## config.mk

```make
export PLATFORM = sky130hd
export DESIGN_NAME = lcd_cmd_executor
export DESIGN_NICKNAME = d
export VERILOG_FILES = /design/src/rtl/lcd_cmd_executor.sv
export SDC_FILE = /design/constraint.sdc
export NUM_CORES = 1
export LEC_CHECK = 0
export BUFFER_PORTS_ARGS = -buffer_cell sky130_fd_sc_hd__buf_2
export CAP_MARGIN = 20
export CORE_MARGIN = 2
export CORE_UTILIZATION = 55
export DETAILED_ROUTE_END_ITERATION = 16
export GPL_TIMING_DRIVEN = 0
export PLACE_DENSITY = 0.75
export REMOVE_ABC_BUFFERS = 1
export SYNTH_ARGS = -nofsm -noshare
export SYNTH_HDL_FRONTEND = slang
export SYNTH_SLANG_ARGS = --single-unit
```

## constraint.sdc

```tcl
create_clock -name clk -period 2.7 [get_ports clk]
set_input_delay 0.405 -clock clk [delete_from_list [all_inputs] [get_ports clk]]
set_output_delay 0.405 -clock clk [all_outputs]
set_load 0.005 [all_outputs]
```

## src/rtl/lcd_cmd_executor.sv

```systemverilog
// Executes {cmd,payload} words from LCD_command on an HD44780-style 8-bit LCD, with power-up,
// init, setup, E-pulse and post-execution timing. Optional busy-flag polling: LCD_BUSY_POLL_EN.
module lcd_cmd_executor #(
  parameter int unsigned POWERUP_CYC = 750000,
  parameter int unsigned SETUP_CYC   = 2,
  parameter int unsigned E_PULSE_CYC = 25,
  parameter int unsigned EXEC_CYC    = 2500,
  parameter int unsigned CLEAR_CYC   = 82000,
  parameter int unsigned WAIT2_CYC   = 25000000,
  parameter int unsigned CNT_W       = 26
) (
  input  logic        clk,
  input  logic        rst,
  input  logic [11:0] DATA,
  output logic        rdy,
  output logic        LCD_RS,
  output logic        LCD_RW,
  output logic        LCD_EN,
  inout  wire  [7:0]  LCD_DATA
);

  typedef enum logic [3:0] {
    StPowerup,
    StSetup,
    StPulse,
    StHold,
    StFetchHi,
    StFetchLo,
    StDecode,
    StDelay,
    StPollSetup,
    StPollPulse
  } state_e;

  localparam logic [CNT_W-1:0] CntOne = 1;

  state_e           state_q;
  logic [CNT_W-1:0] cnt_q;
  logic [11:0]      cmd_q;
  logic [7:0]       db_q;
  logic             rs_q;
  logic             rw_q;
  logic             en_q;
  logic             rdy_q;
  logic             init_q;
  logic [2:0]       init_idx_q;
  logic [CNT_W-1:0] post_ld;

  // Counter reload value; a zero cycle count behaves as one cycle.
  function automatic logic [CNT_W-1:0] ld(input int unsigned c);
    return (c == 0) ? '0 : CNT_W'(c - 1);
  endfunction

  function automatic logic [7:0] init_cmd(input logic [2:0] idx);
    case (idx)
      3'd0, 3'd1, 3'd2: return 8'h38;
      3'd3:             return 8'h0C;
      3'd4:             return 8'h06;
      default:          return 8'h01;
    endcase
  endfunction

  // Clear-display is the only RS=0 write that can carry 0x01.
  assign post_ld = (!rs_q && db_q == 8'h01) ? ld(CLEAR_CYC) : ld(EXEC_CYC);

  assign rdy    = rdy_q;
  assign LCD_RS = rs_q;
  assign LCD_RW = rw_q;
  assign LCD_EN = en_q;
`ifdef LCD_BUSY_POLL_EN
  assign LCD_DATA = rw_q ? 8'hzz : db_q;
`else
  assign LCD_DATA = db_q;
`endif

  always_ff @(posedge clk or posedge rst) begin
    if (rst) begin
      state_q    <= StPowerup;
      cnt_q      <= '0;
      cmd_q      <= '0;
      db_q       <= '0;
      rs_q       <= 1'b0;
      rw_q       <= 1'b0;
      en_q       <= 1'b0;
      rdy_q      <= 1'b0;
      init_q     <= 1'b0;
      init_idx_q <= '0;
    end else begin
      unique case (state_q)
        // Counts up from the reset value of zero, then issues the first init write.
        StPowerup: begin
          if (cnt_q == ld(POWERUP_CYC)) begin
            state_q    <= StSetup;
            init_q     <= 1'b1;
            init_idx_q <= '0;
            rs_q       <= 1'b0;
            db_q       <= init_cmd(3'd0);
            cnt_q      <= ld(SETUP_CYC);
          end else begin
            cnt_q <= cnt_q + CntOne;
          end
        end
        StSetup: begin
          if (cnt_q == '0) begin
            en_q    <= 1'b1;
            state_q <= StPulse;
            cnt_q   <= ld(E_PULSE_CYC);
          end else begin
            cnt_q <= cnt_q - CntOne;
          end
        end
        StPulse: begin
          if (cnt_q == '0) begin
            en_q <= 1'b0;
`ifdef LCD_BUSY_POLL_EN
            // The first three function-set writes precede a valid busy flag.
            if (init_q && init_idx_q < 3'd3) begin
              state_q <= StHold;
              cnt_q   <= post_ld;
            end else begin
              state_q <= StPollSetup;
              rw_q    <= 1'b1;
              rs_q    <= 1'b0;
              cnt_q   <= ld(SETUP_CYC);
            end
`else
            state_q <= StHold;
            cnt_q   <= post_ld;
`endif
          end else begin
            cnt_q <= cnt_q - CntOne;
          end
        end
        StHold: begin
          if (cnt_q == '0) begin
            if (init_q && init_idx_q != 3'd5) begin
              init_idx_q <= init_idx_q + 3'd1;
              db_q       <= init_cmd(init_idx_q + 3'd1);
              rs_q       <= 1'b0;
              state_q    <= StSetup;
              cnt_q      <= ld(SETUP_CYC);
            end else begin
              init_q  <= 1'b0;
              rdy_q   <= 1'b1;
              state_q <= StFetchHi;
              cnt_q   <= CntOne;
            end
          end else begin
            cnt_q <= cnt_q - CntOne;
          end
        end
        StFetchHi: begin
          if (cnt_q == '0) begin
            rdy_q   <= 1'b0;
            state_q <= StFetchLo;
            cnt_q   <= CntOne;
          end else begin
            cnt_q <= cnt_q - CntOne;
          end
        end
        // DATA changed on the rdy rising edge; latch it on the second cycle after rdy falls.
        StFetchLo: begin
          if (cnt_q == '0) begin
            cmd_q   <= DATA;
            state_q <= StDecode;
          end else begin
            cnt_q <= cnt_q - CntOne;
          end
        end
        StDecode: begin
          case (cmd_q[11:8])
            4'd0: begin
              rs_q    <= 1'b0;
              db_q    <= 8'h01;
              state_q <= StSetup;
              cnt_q   <= ld(SETUP_CYC);
            end
            4'd1: begin
              rs_q    <= 1'b1;
              db_q    <= cmd_q[7:0];
              state_q <= StSetup;
              cnt_q   <= ld(SETUP_CYC);
            end
            4'd2: begin
              rs_q    <= 1'b0;
              db_q    <= 8'h40 | {2'b00, cmd_q[5:0]};
              state_q <= StSetup;
              cnt_q   <= ld(SETUP_CYC);
            end
            4'd3: begin
              rs_q    <= 1'b0;
              db_q    <= 8'h80 | {1'b0, cmd_q[6:0]};
              state_q <= StSetup;
              cnt_q   <= ld(SETUP_CYC);
            end
            4'd4: begin
              state_q <= StDelay;
              cnt_q   <= ld(WAIT2_CYC);
            end
            default: begin
              rdy_q   <= 1'b1;
              state_q <= StFetchHi;
              cnt_q   <= CntOne;
            end
          endcase
        end
        StDelay: begin
          if (cnt_q == '0) begin
            rdy_q   <= 1'b1;
            state_q <= StFetchHi;
            cnt_q   <= CntOne;
          end else begin
            cnt_q <= cnt_q - CntOne;
          end
        end
`ifdef LCD_BUSY_POLL_EN
        StPollSetup: begin
          if (cnt_q == '0) begin
            en_q    <= 1'b1;
            state_q <= StPollPulse;
            cnt_q   <= ld(E_PULSE_CYC);
          end else begin
            cnt_q <= cnt_q - CntOne;
          end
        end
        StPollPulse: begin
          if (cnt_q == '0) begin
            en_q <= 1'b0;
            if (LCD_DATA[7]) begin
              state_q <= StPollSetup;
              cnt_q   <= ld(SETUP_CYC);
            end else begin
              // Zero-length hold reuses the init-advance / fetch logic.
              rw_q    <= 1'b0;
              state_q <= StHold;
              cnt_q   <= '0;
            end
          end else begin
            cnt_q <= cnt_q - CntOne;
          end
        end
`endif
        default: begin
          state_q <= StPowerup;
          cnt_q   <= '0;
        end
      endcase
    end
  end

endmodule
```

Word level (Yosys, flattened, before mapping) --
Cells that the tools add are included.
Cells by class: equal/unequal tests 31, reductions and logical operators 24, multiplexer cells 44, $add $sub $neg 3
Operators by type and width (number):
- $pmux 26 s6 | 1
- $mux 26 | 5
- $pmux 4 s8 | 1
- $pmux 8 s4 | 1
- $mux 4 | 7
- $add 26x1->26 const B | 1
- $eq 26x20->1 const B | 1
- $logic_not 26->1 | 1
- $sub 26x1->26 const B | 1
- $mux 25 | 1
- $mux 8 | 3
- $pmux 8 s3 | 1
- $ne 2x2->1 const B | 11
- $eq 4x3->1 const B | 5
- $pmux 6 s3 | 1
- $mux 17 | 1
- $eq 4x2->1 const B | 4
- $mux 3 | 4
- $pmux 3 s2 | 2
- $mux 1 | 11
- $reduce_and 5->1 | 2
- $reduce_or 3->1 | 3
- $eq 4x1->1 const B | 2
- $eq 8x1->1 const B | 1
- 24 further kinds | 31
Storage, ports and cells: bits in registers 57, output and inout port bits 12, logic and storage cells 111, bits of input ports 14

Logic depth before layout (Yosys ltp) --
Gate-level depths: netlist of run 1.
depth after elaboration 7, depth in mapped cells 10, gate-level depth less buffers 8

Least setup slack after synthesis of run 1 --
Ideal clock, no wire load.
kind register to register, start point register cnt_q[0], end point register cnt_q[3], path buffers 2, clock period less this slack 2.736 ns, cell stages (with the launch flop) 11, data arrival time 2.612 ns, setup time 0.124 ns, data required time 2.576 ns, setup slack -0.036 ns, cell sequence dfrtp_1 > clkbuf_1 > inv_1 > ha_1 > or3b_2 > or2_1 > or4_4 > buf_6 > o21ai_1 > a21boi_1 > a211o_1
On the way: cells in the longest elaborated chain, start to end 3, elaborated cells on any way between the ends 11, those cells by class 2 x add/sub; 2 x eq/ne; 6 x mux; 1 x reduce/logical
RTL lines:
- from (decl) | RTL line 38 | logic [CNT_W-1:0] cnt_q;
- from (signal assigned) | RTL line 98 | cnt_q <= ld(SETUP_CYC);
- from (signal assigned) | RTL line 100 | cnt_q <= cnt_q + CntOne;
- from (signal assigned) | RTL line 107 | cnt_q <= ld(E_PULSE_CYC);
- $sub 26x1->26 (tied with other cells)
- $mux 26 (on tied branches)
- $pmux 26 s6 | RTL line 89 | unique case (state_q)
Several ways; a longest one is shown, not always the timed one. The select of a mux whose other input is x is not followed. A chain may end at the register's enable or synchronous reset.

Worst setup path in the final report of run 1 --
start point register cnt_q[1], end point register cnt_q[3]
The elaborated chain is that of the path after synthesis.

==> impl_metrics.env, run 1 <==
export IMPL_clk_path_buf_depth=2
export IMPL_tns_ns=0
export IMPL_p_int_mw=1.04
export IMPL_num_rows=31
export IMPL_yosysWarnings=1
export IMPL_timing_final_crit_share_pct=97.5
export IMPL_synth_distinct_cells=66
export IMPL_drtIter0Drc=431
export IMPL_comb_power_share_pct=2.2
export IMPL_slew_violations=0
export IMPL_hold_buffers=0
export IMPL_drtPass1Iterations=5
export IMPL_arrival_ns=2.90
export IMPL_syn_inst=499
export IMPL_antenna_found_initial=0
export IMPL_drive_gt1_share_pct=16.7
export IMPL_vias=3829
export IMPL_antenna_left=0
export IMPL_dr_wl_met2_um=5000
export IMPL_dr_max_layer_used="met4"
export IMPL_avgRoutedWirePerCell_um=18.1
export IMPL_routed_wl_met3_um=775
export IMPL_drv_cap=0
export IMPL_clk_pin_slew_worst_paths_ns=0.11
export IMPL_fin_skew_ns=0.00872
export IMPL_ys_async_sr_fraction_pct=100
export IMPL_globalRoute_totalOverflow=0
export IMPL_dieArea_mm2=0.00799
export IMPL_portBuffers=16
export IMPL_finalCriticalPeriod_ns=2.63
export IMPL_critical_path_max_fanout=7
export IMPL_clockPowerShare_pct=35.6
export IMPL_clk_latency_ns=0.32
export IMPL_viasPerCell=6.31
export IMPL_post_route_drc_count=0
export IMPL_switching_share_pct=23.9
export IMPL_cts_buffers=5
export IMPL_initial_utilization_pct=56.2
export IMPL_path_class="reg -> reg"
export IMPL_max_freq_mhz=380
export IMPL_cts_sinks=56
export IMPL_ys_seq_area_share_pct=35.0
export IMPL_startpoint_type="flip-flop"
export IMPL_layout_nets=530
export IMPL_dp_hpwl_um=7310
export IMPL_hp_class="in -> async"
export IMPL_die_y_um=89.4
export IMPL_grt_pass1_vias=3470
export IMPL_seq_power_share_pct=62.3
export IMPL_grt_pass1_wl_um=17700
export IMPL_final_common_cell="nand2_1"
export IMPL_tightest_slew_ns=0.707
export IMPL_grt_usage_pct=28.8
export IMPL_power_switching_mw=0.327
export IMPL_wirelength_um=11000
export IMPL_setup_viol=0
export IMPL_synth_edf_count=0
export IMPL_cts_tree="yes"
export IMPL_ys_seq_elements=56
export IMPL_num_io_pins=26
export IMPL_required_ns=2.96
export IMPL_grt_max_degree=43
export IMPL_htreeDepth=2
export IMPL_status="complete, no violations"
export IMPL_root_buffer="clkbuf_8"
export IMPL_synth_ff_type="dfrtp_1"
export IMPL_die_w_um=89.4
export IMPL_irDropWorstVdd_mv=0.241
export IMPL_wl_met1_um=4980
export IMPL_utilization_pct=61.7
export IMPL_avgSynthCellArea_um2=8.03
export IMPL_syn_area_mm2=0.00401
export IMPL_final_cell_mix="88 x nand2_1, 50 x dfrtp_1, 39 x nor2_1"
export IMPL_hold_viol_final=0
export IMPL_crit_path_end_kind="flip-flop"
export IMPL_diodes=0
export IMPL_maxSlewHeadroom_pct=52.6
export IMPL_p_leak_nw=1.80
export IMPL_gp_congestion=0.933
export IMPL_core_area_mm2=0.00714
export IMPL_syn_to_final_growth_pct=9.93
export IMPL_power_density_mw_per_mm2=310
[worst max-delay path, stage by stage, from the launching register on]
cell and delay, ns:
dfrtp_2 0.46, inv_1 0.13, ha_4 0.19, or3b_4 0.41
or2_4 0.26, or4_4 0.58, a211oi_1 0.23, a21boi_1 0.20
a211o_1 0.11
[through the flow]
step / instance area (um^2) / instances / setup slack, ns / hold WS [ns] / total power, mW
after floorplan: 3820 / 465 / -0.188 / 0.430 / 0.877
after global placement: 4030 / 580 / -0.836 / 0.447 / 0.893
after detailed placement: 4050 / 581 / -0.872 / 0.397 / 0.897
after CTS: 4340 / 604 / 0.00101 / 0.0453 / 1.38
after global routing: 4410 / 607 / -0.00467 / 0.0706 / 1.42
final: 4410 / 607 / 0.0671 / 0.0353 / 1.37
[final timing paths]
check,start,end,slack [ns],depth (start not counted)
hold / removal,rst,cmd_q[6],0.04,2
setup reg to reg,cnt_q[1],cnt_q[3],0.07,8
min in group clk,LCD_DATA[5],LCD_DATA[5],0.20,2
max in group asynchronous,rst,state_q[2],2.11,3
hold reg to reg,cmd_q[6],cmd_q[6],0.47,2
setup / recovery,cnt_q[1],cnt_q[3],0.07,8
[cells by family after synthesis]
| kind of cell | share of synthesized area (%) |
|---|---|
| AND/OR/NAND/NOR | 31.3 |
| AO/OA/AOI/OAI | 19.7 |
| flip-flops | 35.0 |
| buffers and inverters | 5.80 |
| XOR/XNOR | 5.03 |
| adder cells (fa/ha/maj) | 2.81 |
| other | 0.0935 |
| multiplexers | 0.281 |
[what timing repair did]
action / CTS / global route
resized for setup: 18 / 12
pin swaps: 5 / 4
setup buffers: 14 / 3
setup endpoints to repair: 55 / 26
gates cloned: 1 / 0
endpoints found under the hold margin: 0 / 0
[layer usage]
layer,GRT usage (%),vias up
li1,-,1813
met1,42.3,1816
met2,44.4,177
met3,4.52,23
met4,7.33,0
met5,0,-
[power groups by stage]
stage	logic (mW)	clock network, mW	registers, mW
after floorplan	0.0128	0	0.865
after global placement	0.0270	0	0.866
after detailed placement	0.0311	0	0.866
after CTS	0.0312	0.494	0.850
after global routing	0.0343	0.529	0.851
final	0.0294	0.486	0.850
[synthesized netlist by cell type (2+ instances only)]
cell / instances / share of area (%)
and3b_1: 2 / 0.44
nand2b_1: 3 / 0.47
buf_4: 3 / 0.56
or4_1: 5 / 0.94
a22o_1: 3 / 0.66
o22ai_1: 6 / 0.94
a211oi_1: 5 / 0.94
buf_2: 8 / 1.0
inv_1: 12 / 1.1
nor2b_1: 4 / 0.62
or3_1: 7 / 1.1
or2_1: 2 / 0.31
clkbuf_1: 16 / 1.5
dfrtp_1: 56 / 35
xor2_1: 8 / 1.7
nand4_1: 8 / 1.2
a31oi_1: 9 / 1.4
o211ai_1: 2 / 0.37
o21ai_1: 5 / 0.62
a211o_1: 3 / 0.66
nor4_1: 8 / 1.2
a21o_1: 4 / 0.75
o21ai_0: 28 / 3.5
nand2_1: 90 / 8.4
nor4_4: 2 / 1.1
o211a_1: 2 / 0.50
a21oi_1: 27 / 3.4
xnor2_1: 15 / 3.3
o221a_2: 4 / 1.1
and4_1: 2 / 0.44
o31ai_1: 2 / 0.37
a22oi_1: 4 / 0.75
and3_1: 6 / 0.94
nand3_1: 20 / 2.5
a221oi_1: 6 / 1.3
or4_4: 5 / 1.4
nor2_1: 40 / 3.7
and2_1: 4 / 0.62
buf_6: 5 / 1.4
ha_1: 9 / 2.8
nor3_1: 24 / 3.0
[flip-flops by register name, summed over array words and instances, names as in the netlist]
register	cells
LCD_DATA	8
LCD_EN	1
LCD_RS	1
cmd_q	12
cnt_q	26
init_idx_q	3
init_q	1
rdy	1
state_q	3
[area by class of cell]
| cell class | instances | area, um^2 |
|---|---|---|
| fillers | 656 | 2730 |
| multi-input cells | 398 | 2490 |
| flip-flops and latches | 56 | 1410 |
| repair buffers | 34 | 244 |
| well taps | 99 | 124 |
| clock buffers | 5 | 68.8 |
| inverters | 12 | 45.0 |
| clock inverters | 3 | 21.3 |
Power figures use the tool's default switching activity.
==> run 2, diff against run 1 <==
CORE_UTILIZATION = 45   (was 55)
PLACE_DENSITY = 0.64   (was 0.75)
==> run 2 against run 1 <==
Worst setup slack got worse by 0.0058 ns. Clock-buffer cell count did not move. Combinational power barely moved. Critical path type unchanged. Largest power group unchanged. Register-to-register slack barely moved. Clock power rose by 6.6%. First-iteration DRC count fell by 29%. Non-clock buffer count rose by 3. Critical path depth rose by 2. Sequential share of layout area fell by 0.58 points. Die area rose by 21%. Sequential cell count did not move. Design area rose by 2.0%.
==> impl_metrics.env, run 2 (same netlist as run 1, synthesis figures left out) <==
export IMPL_cts_buffers=5
export IMPL_gp_congestion=0.932
export IMPL_clk_pin_slew_worst_paths_ns=0.12
export IMPL_critPathTopFamily="simple AND/OR/NAND/NOR gates"
export IMPL_switching_share_pct=25.3
export IMPL_root_buffer="clkbuf_8"
export IMPL_seq_power_share_pct=60.8
export IMPL_seqCellArea_mm2=0.00141
export IMPL_hold_viol_final=0
export IMPL_htreeDepth=2
export IMPL_drive_gt1_share_pct=18.8
export IMPL_hp_class="in -> async"
export IMPL_num_io_pins=26
export IMPL_globalRoute_totalOverflow=0
export IMPL_slew_violations=0
export IMPL_wirelength_um=11900
export IMPL_drtIter0Drc=308
export IMPL_crit_chain="inv_2 > ha_4 > or3b_4 > or2_4 > nor4_4 > buf_4 > buf_6 > buf_4 > o21ai_0 > a211o_1"
export IMPL_multiInputGateArea_mm2=0.00253
export IMPL_critical_path_max_fanout=7
export IMPL_crit_path_end_kind="flip-flop"
export IMPL_avgRoutedWirePerCell_um=19.3
export IMPL_fin_skew_ns=0.0107
export IMPL_portBuffers=16
export IMPL_cts_tree="yes"
export IMPL_final_cell_mix="89 x nand2_1, 48 x dfrtp_1, 39 x nor2_1"
export IMPL_clk_latency_ns=0.33
export IMPL_layout_nets=534
export IMPL_largest_reg_flops=26
export IMPL_crit_buf_inv=4
export IMPL_cts_sinks=56
export IMPL_status="complete, no violations"
export IMPL_vias=3912
export IMPL_stdcell_count=620
export IMPL_diodes=0
export IMPL_dp_hpwl_um=7850
export IMPL_power_switching_mw=0.353
export IMPL_crit_top_cell="buf_4"
export IMPL_fillers=848
export IMPL_initial_utilization_pct=46.2
export IMPL_maxSlewHeadroom_pct=52.9
export IMPL_grt_max_degree=38
export IMPL_viasPerCell=6.31
export IMPL_irDropWorstVdd_mv=0.254
export IMPL_hold_buffers=0
export IMPL_timing_final_crit_share_pct=97.7
export IMPL_core_area_mm2=0.00868
export IMPL_drtPass1Iterations=5
export IMPL_dp_cells=590
export IMPL_startpoint_type="flip-flop"
export IMPL_grt_usage_pct=24.8
export IMPL_drv_cap=0
export IMPL_p_leak_nw=1.82
export IMPL_worst_path_max_delay_cell="dfrtp_2"
export IMPL_grt_pass1_vias=3709
export IMPL_max_freq_mhz=379
export IMPL_slowest_delay_ns=0.48
export IMPL_p_int_mw=1.04
export IMPL_antenna_found_initial=0
export IMPL_syn_to_final_growth_pct=12.1
export IMPL_num_rows=34
export IMPL_clockPowerShare_pct=37.1
export IMPL_tightest_slew_ns=0.703
export IMPL_die_y_um=98.4
export IMPL_antenna_left=0
export IMPL_required_ns=2.93
export IMPL_setup_viol=0
export IMPL_final_common_cell="nand2_1"
export IMPL_die_w_um=98.4
export IMPL_finalCriticalPeriod_ns=2.64
export IMPL_timing_hold_ws_ns=0.0682
export IMPL_arrival_ns=2.87
export IMPL_utilization_pct=51.8
export IMPL_post_route_drc_count=0
export IMPL_clk_path_buf_depth=2
export IMPL_grt_pass1_wl_um=19400
export IMPL_top_register="cnt_q"
export IMPL_comb_power_share_pct=2.1
export IMPL_power_density_mw_per_mm2=311
export IMPL_path_class="reg -> reg"
export IMPL_dieArea_mm2=0.00968
## run 2: repair_timing
item,4_1_cts,5_1_grt
setup buffers,16,3
pin swaps,8,1
endpoints found under the hold margin,0,0
gates cloned,3,0
resized for setup,23,14
endpoints found under the setup margin,56,47
## run 2: power groups by stage
stage	Sequential, mW	Clock (mW)	Combinational, mW
finish	0.850	0.518	0.0297
global route	0.851	0.557	0.0346
CTS	0.850	0.529	0.0317
detailed placement	0.867	0	0.0316
global placement	0.866	0	0.0273
floorplan	0.865	0	0.0128
## run 2: worst reg2reg max path, delay by kind of cell (launching register included)
kind / cells / cell delay (ns)
AO/OA/AOI/OAI: 2 / 0.34
flip-flops: 1 / 0.48
adder cells (fa/ha/maj): 1 / 0.17
buffers and inverters: 4 / 0.58
AND/OR/NAND/NOR: 3 / 0.98
## run 2: layout make-up
class / instances / share of cell area [%]
multi-input cells: 399 / 56.4
flip-flops and latches: 56 / 31.4
repair buffers: 37 / 6.15
well taps: 108 / 3.01
clock buffers: 5 / 1.53
inverters: 12 / 1.00
clock inverters: 3 / 0.557
## run 2: final timing paths
path | start | end | slack, ns | depth (start not counted)
worst max-delay path | cnt_q[0] | cnt_q[0] | 0.06 | 10
worst min-delay path | rst | cnt_q[11] | 0.07 | 2
worst max register to register | cnt_q[0] | cnt_q[0] | 0.06 | 10
worst min register to register | cmd_q[6] | cmd_q[6] | 0.47 | 2
max in group asynchronous | rst | cnt_q[4] | 2.06 | 3
min in group clk | LCD_DATA[1] | LCD_DATA[1] | 0.19 | 2
## run 2: routing by layer
metal	routed length, um	GRT usage, %
met1	5610	37.2
met2	5390	38.0
met4	229	6.64
met5	0	0
met3	724	3.15
## run 2: through the flow
step                      setup slack [ns]  area, um^2  power [mW]  TNS (ns)
after floorplan                     -0.188        3820       0.877     -1.61
after global placement              -0.879        4040       0.894    -24.61
after detailed placement            -0.937        4060       0.898    -25.52
after CTS                          0.00254        4420        1.41         0
after global routing               -0.0353        4500        1.44   -0.0828
final                               0.0613        4500        1.40         0
==> run 3, diff against run 2 <==
CORE_MARGIN = unset   (was 2)
==> run 3 against run 2 <==
Worst setup slack got worse by 0.053 ns. Critical path type unchanged. Design area decreased by 1.5%. Largest power group unchanged. Wire length decreased by 5.5%. Clock power about the same.
==> impl_metrics.env, run 3 (same netlist as run 1, synthesis figures left out) <==
export IMPL_status="complete, no violations"
export IMPL_drv_cap=0
export IMPL_vias=3735
export IMPL_cts_sinks=56
export IMPL_rsz0062_at_grt="true"
export IMPL_power_density_mw_per_mm2=316
export IMPL_setup_slack_ns=0.00851
export IMPL_total_power_mw=1.40
export IMPL_antenna_found_initial=0
export IMPL_worst_path_stages=7
export IMPL_hold_buffers=0
export IMPL_crit_top_cell="or4_4"
export IMPL_avgRoutedWirePerCell_um=18.3
export IMPL_antenna_left=0
export IMPL_worst_path_max_delay_cell="or4_4"
export IMPL_final_common_cell="nand2_1"
export IMPL_viasPerCell=6.05
export IMPL_largest_reg_flops=26
export IMPL_initial_utilization_pct=46.2
export IMPL_clk_path_buf_depth=2
export IMPL_drtIter0Drc=307
export IMPL_top_register="cnt_q"
export IMPL_root_buffer="clkbuf_8"
export IMPL_drive_gt1_share_pct=17.5
export IMPL_htreeDepth=2
export IMPL_seq_power_share_pct=60.7
export IMPL_timing_rr_start="cnt_q[9]"
export IMPL_cts_buffers=5
export IMPL_portBuffers=16
export IMPL_slew_violations=0
export IMPL_dieArea_mm2=0.00929
export IMPL_grt_usage_pct=25.5
export IMPL_reg2reg_slack_ns=0.009
export IMPL_diodes=0
export IMPL_p_leak_nw=1.82
export IMPL_startpoint_type="flip-flop"
export IMPL_p_int_mw=1.04
export IMPL_cts_tree="yes"
export IMPL_grt_pass1_vias=3487
export IMPL_post_route_drc_count=0
export IMPL_tightest_slew_ns=0.852
export IMPL_switching_share_pct=25.4
export IMPL_dp_slack_ns=-1.00
export IMPL_core_area_mm2=0.00868
export IMPL_path_class="reg -> reg"
export IMPL_hold_viol_final=0
export IMPL_reg2reg_depth=7
export IMPL_crit_chain="or4_4 > or4_4 > nor4_4 > buf_8 > or4b_1 > a21oi_1 > or3b_1"
export IMPL_final_cell_mix="90 x nand2_1, 49 x dfrtp_1, 39 x nor2_1"
export IMPL_max_freq_mhz=372
export IMPL_die_w_um=96.4
export IMPL_clk_latency_ns=0.32
export IMPL_grt_max_degree=40
export IMPL_crit_buf_inv=1
export IMPL_num_rows=34
export IMPL_hp_class="in -> async"
export IMPL_num_io_pins=26
export IMPL_comb_power_share_pct=2.1
export IMPL_slowest_delay_ns=0.60
export IMPL_clockPowerShare_pct=37.2
export IMPL_maxSlewHeadroom_pct=42.7
export IMPL_syn_to_final_growth_pct=10.5
export IMPL_arrival_ns=2.90
export IMPL_gp_congestion=0.957
export IMPL_irDropWorstVdd_mv=0.243
export IMPL_critPathTopFamily="simple AND/OR/NAND/NOR gates"
export IMPL_setup_viol=0
export IMPL_wirelength_um=11300
export IMPL_power_switching_mw=0.356
export IMPL_rr_endpoint="cnt_q[25]"
export IMPL_layout_nets=531
export IMPL_clk_pin_slew_worst_paths_ns=0.12
export IMPL_finalCriticalPeriod_ns=2.69
export IMPL_dp_hpwl_um=7710
export IMPL_fin_skew_ns=0.00492
export IMPL_die_y_um=96.4
export IMPL_grt_pass1_wl_um=18200
export IMPL_required_ns=2.91
export IMPL_crit_path_end_kind="flip-flop"
export IMPL_critical_path_max_fanout=10
export IMPL_timing_final_crit_share_pct=99.7
export IMPL_drtPass1Iterations=5
export IMPL_globalRoute_totalOverflow=0
[run 3: cell count changes in the layout (fill, tap and decap cells not counted), sizes merged]
cell and change:
o211ai -1, nor4 -1, buf -1
[run 3: layout make-up]
class,instances,area [um^2]
repair buffers,36,267
well taps,108,135
inverters,12,45.0
multi-input cells,397,2480
clock buffers,5,68.8
fillers,851,4250
clock inverters,3,25.0
flip-flops and latches,56,1410
[run 3: power by group through the flow]
stage          logic, mW  registers, mW  clock network (mW)
2_1_floorplan     0.0128          0.865                   0
5_1_grt           0.0352          0.851               0.556
6_report          0.0301          0.850               0.520
4_1_cts           0.0320          0.850               0.526
3_5_place_dp      0.0318          0.866                   0
3_3_place_gp      0.0277          0.866                   0
[run 3: timing repair]
item	in CTS	in global routing
endpoints found under the hold margin	0	0
setup endpoints to repair	55	36
pin swaps	5	3
gates resized for setup	16	15
buffers inserted	17	1
[run 3: layer usage]
metal	track usage [%]	vias to the layer above	wire (um)
met5	0	-	0
met1	38.4	1776	5490
li1	-	1805	-
met3	3.44	17	613
met2	38.2	137	4980
met4	6.62	0	201
[run 3: through the flow]
step | setup TNS (ns) | area, um^2 | utilization (%) | cells | hold slack [ns]
2_1_floorplan | -1.61 | 3820 | - | 465 | 0.430
3_3_place_gp | -23.64 | 4040 | 46.5 | 589 | 0.447
3_5_place_dp | -27.76 | 4070 | 46.9 | 591 | 0.430
4_1_cts | -0.0292 | 4370 | 50.3 | 616 | 0.0732
5_1_grt | -0.0631 | 4430 | 51.0 | 617 | 0.0857
6_report | 0 | 4430 | 51.0 | 617 | 0.0543
[run 3: worst max-delay path by stage]
stage,start,to,slack [ns]
4_1_cts,cnt_q[2],cnt_q[25],-0.03
3_3_place_gp,cnt_q[0],cnt_q[1],-0.90
3_5_place_dp,cnt_q[0],cnt_q[1],-1.00
2_1_floorplan,cnt_q[0],cnt_q[1],-0.19
6_report,cnt_q[9],cnt_q[25],0.009
5_1_grt,cnt_q[9],cnt_q[25],-0.06
